===== src/rtl/rt_pkg.sv =====
// Shared definitions for the reaction timer: FSM encoding, display saturation
// value and the LFSR seed/taps used for the pseudo-random arm delay.
package rt_pkg;

    typedef enum logic [2:0] {
        IDLE = 3'd0,
        WAIT = 3'd1,
        GO   = 3'd2,
        DONE = 3'd3,
        FOUL = 3'd4
    } state_e;

    localparam int unsigned MAX_COUNT = 9999;

    localparam logic [15:0] LFSR_SEED = 16'hACE1;
    // Taps 16,14,13,11 expressed as bit positions 15,13,12,10.
    localparam logic [15:0] LFSR_TAPS = 16'hB400;

    function automatic logic [15:0] lfsr_next(input logic [15:0] s);
        return {s[14:0], ^(s & LFSR_TAPS)};
    endfunction

endpackage


===== src/rtl/btn_conditioner.sv =====
// Raw button to single-cycle press pulse: 2-FF synchroniser, debounce counter,
// and rising-edge detect on the accepted level.
module btn_conditioner #(
    parameter int unsigned DEBOUNCE_CYCLES = 1000000
) (
    input  logic clk,
    input  logic rst,
    input  logic btn,
    output logic press
);

    localparam int unsigned CW = (DEBOUNCE_CYCLES > 1) ? $clog2(DEBOUNCE_CYCLES) : 1;
    localparam logic [CW-1:0] CNT_LAST = CW'(DEBOUNCE_CYCLES - 1);

    logic [1:0]    sync_q, sync_d;
    logic          level_q, level_d;
    logic [CW-1:0] cnt_q, cnt_d;
    logic          press_q, press_d;

    // The counter only runs while the synchronised input disagrees with the
    // accepted level; any agreeing sample restarts the stability window.
    always_comb begin
        sync_d  = {sync_q[0], btn};
        level_d = level_q;
        cnt_d   = '0;
        press_d = 1'b0;
        if (sync_q[1] != level_q) begin
            if (cnt_q == CNT_LAST) begin
                level_d = sync_q[1];
                press_d = sync_q[1];
            end else begin
                cnt_d = cnt_q + CW'(1);
            end
        end
    end

    always_ff @(posedge clk or negedge rst) begin
        if (!rst) begin
            sync_q  <= '0;
            level_q <= 1'b0;
            cnt_q   <= '0;
            press_q <= 1'b0;
        end else begin
            sync_q  <= sync_d;
            level_q <= level_d;
            cnt_q   <= cnt_d;
            press_q <= press_d;
        end
    end

    assign press = press_q;

endmodule


===== src/rtl/reaction_timer.sv =====
// Reaction timer: arm on press, random delay, GO, measure ms until the next
// press. Flags false starts and saturates at COUNT_MAX as a timeout.
module reaction_timer
    import rt_pkg::*;
#(
    parameter int unsigned TICK_CYCLES     = 100000,
    parameter int unsigned DEBOUNCE_CYCLES = 1000000,
    parameter int unsigned MIN_DELAY_MS    = 1000,
    parameter int unsigned COUNT_MAX       = MAX_COUNT,
    parameter logic [15:0] LFSR_INIT       = LFSR_SEED
) (
    input  logic        clk,
    input  logic        rst,
    input  logic        btn,
    output logic [13:0] number,
    output logic        go_led,
    output logic        result_valid,
    output logic        foul,
    output logic        timeout
);

    localparam int unsigned PW = (TICK_CYCLES > 1) ? $clog2(TICK_CYCLES) : 1;
    localparam logic [PW-1:0] TICK_LAST = PW'(TICK_CYCLES - 1);
    localparam logic [13:0]   MAX_C     = 14'(COUNT_MAX);

    logic press;

    btn_conditioner #(
        .DEBOUNCE_CYCLES(DEBOUNCE_CYCLES)
    ) u_btn (
        .clk  (clk),
        .rst  (rst),
        .btn  (btn),
        .press(press)
    );

    state_e        state_q, state_d;
    logic [PW-1:0] presc_q, presc_d;
    logic [15:0]   lfsr_q, lfsr_d;
    logic [11:0]   delay_q, delay_d;
    logic [13:0]   count_q, count_d;
    logic [13:0]   number_q, number_d;
    logic          timeout_q, timeout_d;
    logic          tick;

    always_comb begin
        state_d   = state_q;
        delay_d   = delay_q;
        count_d   = count_q;
        number_d  = number_q;
        timeout_d = timeout_q;
        lfsr_d    = lfsr_next(lfsr_q);
        tick      = (presc_q == TICK_LAST);
        presc_d   = tick ? '0 : presc_q + PW'(1);

        unique case (state_q)
            IDLE, DONE, FOUL: begin
                if (press) begin
                    state_d   = WAIT;
                    delay_d   = 12'(MIN_DELAY_MS) + 12'(lfsr_q[10:0]);
                    number_d  = '0;
                    timeout_d = 1'b0;
                end
            end
            WAIT: begin
                // A press always wins over the final delay tick.
                if (press) begin
                    state_d  = FOUL;
                    number_d = '0;
                end else if (tick) begin
                    if (delay_q <= 12'd1) begin
                        state_d  = GO;
                        count_d  = '0;
                        number_d = '0;
                    end else begin
                        delay_d = delay_q - 12'd1;
                    end
                end
            end
            GO: begin
                if (press) begin
                    state_d  = DONE;
                    number_d = count_q;
                end else if (tick) begin
                    if (count_q >= MAX_C - 14'd1) begin
                        state_d   = DONE;
                        count_d   = MAX_C;
                        number_d  = MAX_C;
                        timeout_d = 1'b1;
                    end else begin
                        count_d  = count_q + 14'd1;
                        number_d = count_q + 14'd1;
                    end
                end
            end
            default: state_d = IDLE;
        endcase

        // Every state starts its ms grid from a fresh prescaler phase.
        if (state_d != state_q) presc_d = '0;
    end

    always_ff @(posedge clk or negedge rst) begin
        if (!rst) begin
            state_q   <= IDLE;
            presc_q   <= '0;
            lfsr_q    <= LFSR_INIT;
            delay_q   <= '0;
            count_q   <= '0;
            number_q  <= '0;
            timeout_q <= 1'b0;
        end else begin
            state_q   <= state_d;
            presc_q   <= presc_d;
            lfsr_q    <= lfsr_d;
            delay_q   <= delay_d;
            count_q   <= count_d;
            number_q  <= number_d;
            timeout_q <= timeout_d;
        end
    end

    assign number       = number_q;
    assign go_led       = (state_q == GO);
    assign result_valid = (state_q == DONE);
    assign foul         = (state_q == FOUL);
    assign timeout      = timeout_q;

endmodule


===== config.mk =====
export PLATFORM = sky130hd
export DESIGN_NAME = reaction_timer
export DESIGN_NICKNAME = d
export VERILOG_FILES = /design/src/rtl/rt_pkg.sv /design/src/rtl/btn_conditioner.sv /design/src/rtl/reaction_timer.sv
export SDC_FILE = /design/constraint.sdc
export NUM_CORES = 1
export LEC_CHECK = 0
export ABC_AREA = 1
export CORE_ASPECT_RATIO = 0.9
export CORE_MARGIN = 4
export CORE_UTILIZATION = 61
export CTS_CLUSTER_DIAMETER = 80
export DETAILED_ROUTE_END_ITERATION = 16
export PLACE_DENSITY = 0.78
export SYNTH_ARGS = -nofsm -noshare
export SYNTH_HDL_FRONTEND = slang
export SYNTH_SLANG_ARGS = --single-unit
export TNS_END_PERCENT = 10

===== constraint.sdc =====
create_clock -name clk -period 2.05 [get_ports clk]
set_input_delay 0.615 -clock clk [delete_from_list [all_inputs] [get_ports clk]]
set_output_delay 0.615 -clock clk [all_outputs]
set_load 0.005 [all_outputs]

==> out/qor.log <==
INFO  routing        routed_via_density=5.48
INFO  cts            cts_made_buffers=9
INFO  yosys          post_synth_edffs=0
INFO  final_layout   share_of_cells_above_drive_strength_1=13.9%
INFO  outcome        failing_checks=setup timing
INFO  worst_setup_path criticalPathCategory=reg -> out
INFO  grt            grt_use_total=24.0%
INFO  worst_setup_path critPathLaunchType=register
INFO  yosys          distinct_cell_type_count_of_the_synthesized_netlist=38
INFO  cts            cts-root-buf=clkbuf_8
INFO  grt            overflow=0
INFO  timing         layout_min_cycle_time=2.09ns
INFO  yosys          yosys_most_used_dff=dfrtp_1
INFO  cts            clock_latency=0.38ns
INFO  timing         setup_tns=-0.0393ns
INFO  final_layout   final_core_utilization=71.5%
INFO  timing         hold_slack=0.113ns
INFO  worst_hold_path hold_class=in -> async
INFO  yosys          gate_count_of_the_mapped_netlist=731
INFO  worst_setup_path cp_data_arrival_time=1.47ns
INFO  cts            clock_tree_from_tritoncts=built
INFO  place          post-dp-hpwl=8.56mm
INFO  run            maxCapViolations=0
INFO  yosys          synth-warning-count=0
INFO  timing         slew_worst_pin=0.545ns
INFO  cts            cts_hold_repair.buffers=0
INFO  worst_setup_path critical_path.endpoint_type=output pin
INFO  final_layout   final_cell_count_no_fill=895
INFO  floorplanning  dieArea=10700um2
INFO  final_layout   stdcell_area=6240um2
INFO  cts            clock_path_buffers=2
INFO  cts            cts.sink_count=101
INFO  floorplanning  width_of_the_die=109um
INFO  final_layout   antennaDiodeCount=0
INFO  timing         worst_setup_slack_final=-0.0393ns
INFO  power          power.share.combinational=2.1%
INFO  yosys          synth_sequential_area_ratio=45.7%
INFO  timing         rsz0062_at_grt=yes
INFO  yosys          post_synth.cell_area_avg=7.59um2
INFO  routing        initialDrtViolationCount=281
INFO  routing        drt-pass1-iter-count=5
INFO  place          port_buffers=20
INFO  timing         final_min_period_over_clock_period=102%
INFO  yosys          async_reset_ff_share=100%
INFO  power          vdd_ir_drop_max=0.000480V
INFO  worst_setup_path timing.critical_path.fanout_max=3
INFO  grt            grt_max_degree=52
INFO  power          power_per_cell_area=524nW/um2
INFO  power          p_clk_share=36.6%
INFO  cts            htreeDepth=3
INFO  place          placed_cell_area=5950um2
INFO  timing         timing.final.max_slew_violations=0
INFO  yosys          syn_area=5550um2
INFO  final_layout   layout-area-overhead-vs-synth=12.5%
INFO  floorplanning  design.core.area=8730um2
INFO  timing         finalClockSkew=0.0123ns
INFO  routing        drcViolationCount=0
INFO  cts            worst_setup_hold_path_clk_slew=0.10ns
INFO  final_layout   final_nets=781
INFO  power          power.share.switching=24.3%
INFO  floorplanning  die_h=98.5um
INFO  power          share_seq_of_total_power=61.2%
INFO  routing        wire_length_reported_by_the_detailed_router=12.2mm
INFO  worst_setup_path timing.rr.start=state_q[2]
INFO  floorplanning  effective_utilization_at_floorplan=63.6%
INFO  routing        final_antenna_net_count=0
INFO  power          p_switching=797uW
INFO  place          pre_cts_ws=0.0240ns
INFO  yosys          mappedNetlistNets=741
INFO  timing         setup_violations_final=1
INFO  power          p_int=2.48mW
INFO  grt            grt_pass1_wl=20.8mm
INFO  floorplanning  fp-row-count=32
INFO  yosys          yosys_register_bits=101
INFO  grt            first_global_vias=4473
INFO  place          post-place-cells=872
INFO  routing        vias=4907
INFO  floorplanning  number_of_i_o_pins=21
INFO  power          power_leakage=2.93nW
INFO  power          total_power=3.27mW
INFO  worst_setup_path worst_setup_path_startpoint=state_q[2]
INFO  grt            grt_antenna_before_repair=0
INFO  place          gpl.final_weighted_congestion=0.931
INFO  worst_setup_path critPathRequiredTime=1.43ns
INFO  outcome        run_status=complete, but fails checks
INFO  timing         timing.slew.headroom=63.4%
INFO  timing         hold_viol=0
INFO  routing        detail_route.wl_per_cell=13.6um
INFO  timing         max_clock_freq=479MHz
flip-flops by register name (all words and copies together) (netlist names):
signal,count
u_btn.cnt_q,20
presc_q,17
lfsr_q,16
count_q,14
number,14
delay_q,12
state_q,3
u_btn.sync_q,2
timeout,1
u_btn.level_q,1
u_btn.press,1
Yosys cell counts (3+ instances only):
master	instances	area share, %
nand2_1	185	13
dfrtp_1	93	42
nor2_1	87	5.9
inv_1	83	5.6
nand3_1	56	5.1
o21ai_0	53	4.8
nor3_1	21	1.9
a21oi_1	17	1.5
o21ai_1	17	1.5
xor2_1	13	2.1
nor2_2	12	1.4
nand4_1	11	1.2
dfstp_2	8	3.8
inv_2	8	0.54
buf_2	7	0.63
ha_1	7	1.6
xnor2_1	7	1.1
nand2_2	6	0.68
nor2_4	6	1.2
or2_2	4	0.45
a31oi_1	3	0.34
clkbuf_1	3	0.20
nand3_2	3	0.54
nor3_2	3	0.54
critical path, stage by stage, from the launching register on:
cell,delay [ns]
dfrtp_1,0.43
buf_4,0.15
nor3_2,0.24
dlygate4sd2_1,0.27
logic make-up (layout without fill, tap and decap cells):
group | Yosys count | count (layout) | synth area share (%)
AND/OR/NAND/NOR | 400 | 401 | 32.4
buffers and inverters | 106 | 150 | 7.89
flip-flops | 101 | 101 | 45.7
AO/OA/AOI/OAI | 96 | 96 | 9.06
XOR/XNOR | 20 | 20 | 3.16
adder cells (fa/ha/maj) | 7 | 7 | 1.58
multiplexers | 1 | 1 | 0.180
cell usage in the layout, fill, tap and decap left out, types with 8 or more instances in the layout:
cell type	netlist	layout
a21oi_1	17	17
buf_4	2	19
clkbuf_8	0	9
clkdlybuf4s50_1	0	16
dfrtp_1	93	92
dfstp_2	8	8
inv_1	83	79
inv_2	8	11
nand2_1	185	183
nand2_2	6	8
nand3_1	56	56
nand4_1	11	11
nor2_1	87	82
nor2_2	12	15
nor2_4	6	8
nor3_1	21	20
o21ai_0	53	53
o21ai_1	17	17
xor2_1	13	13
path summary, 6_finish.rpt:
kind,to,slack (ns),cells past startpoint
max,go_led,-0.04,3
min,lfsr_q[2],0.11,1
max reg2reg,presc_q[10],0.01,11
min reg2reg,u_btn.sync_q[1],0.36,0
max in group asynchronous,lfsr_q[7],1.34,2
min in group clk,u_btn.sync_q[1],0.36,0
routing by layer:
| layer | up-vias | wire, um | global-route usage, % |
|---|---|---|---|
| met5 | - | 0 | 0 |
| met4 | 0 | 153 | 5.92 |
| met3 | 15 | 655 | 5.63 |
| met2 | 146 | 5690 | 36.4 |
| met1 | 2323 | 5680 | 35.0 |
| li1 | 2423 | - | - |
cell type report:
class | instances | area, um2
clock inverters | 7 | 58.8
fillers | 710 | 2480
well taps | 119 | 149
repair buffers | 42 | 395
multi-input cells | 525 | 2630
clock buffers | 9 | 124
flip-flops and latches | 101 | 2540
inverters | 92 | 348
power groups by stage:
stage | sequential, mW | clock, mW | combinational, mW
after CTS | 2.00 | 1.24 | 0.0736
after floorplan | 2.04 | 0 | 0.0146
after global routing | 2.01 | 1.32 | 0.0824
final | 2.00 | 1.20 | 0.0699
after detailed placement | 2.04 | 0 | 0.0739
after global placement | 2.04 | 0 | 0.0719
timing repair:
action                                  in CTS  in global routing
buffers inserted                             3                  3
endpoints found under the setup margin       3                 59
gates cloned                                 0                  1
resized for setup                            6                 18
pin swaps                                    2                  4
hold endpoints to repair                     0                  0
Power figures use the tool's default switching activity.
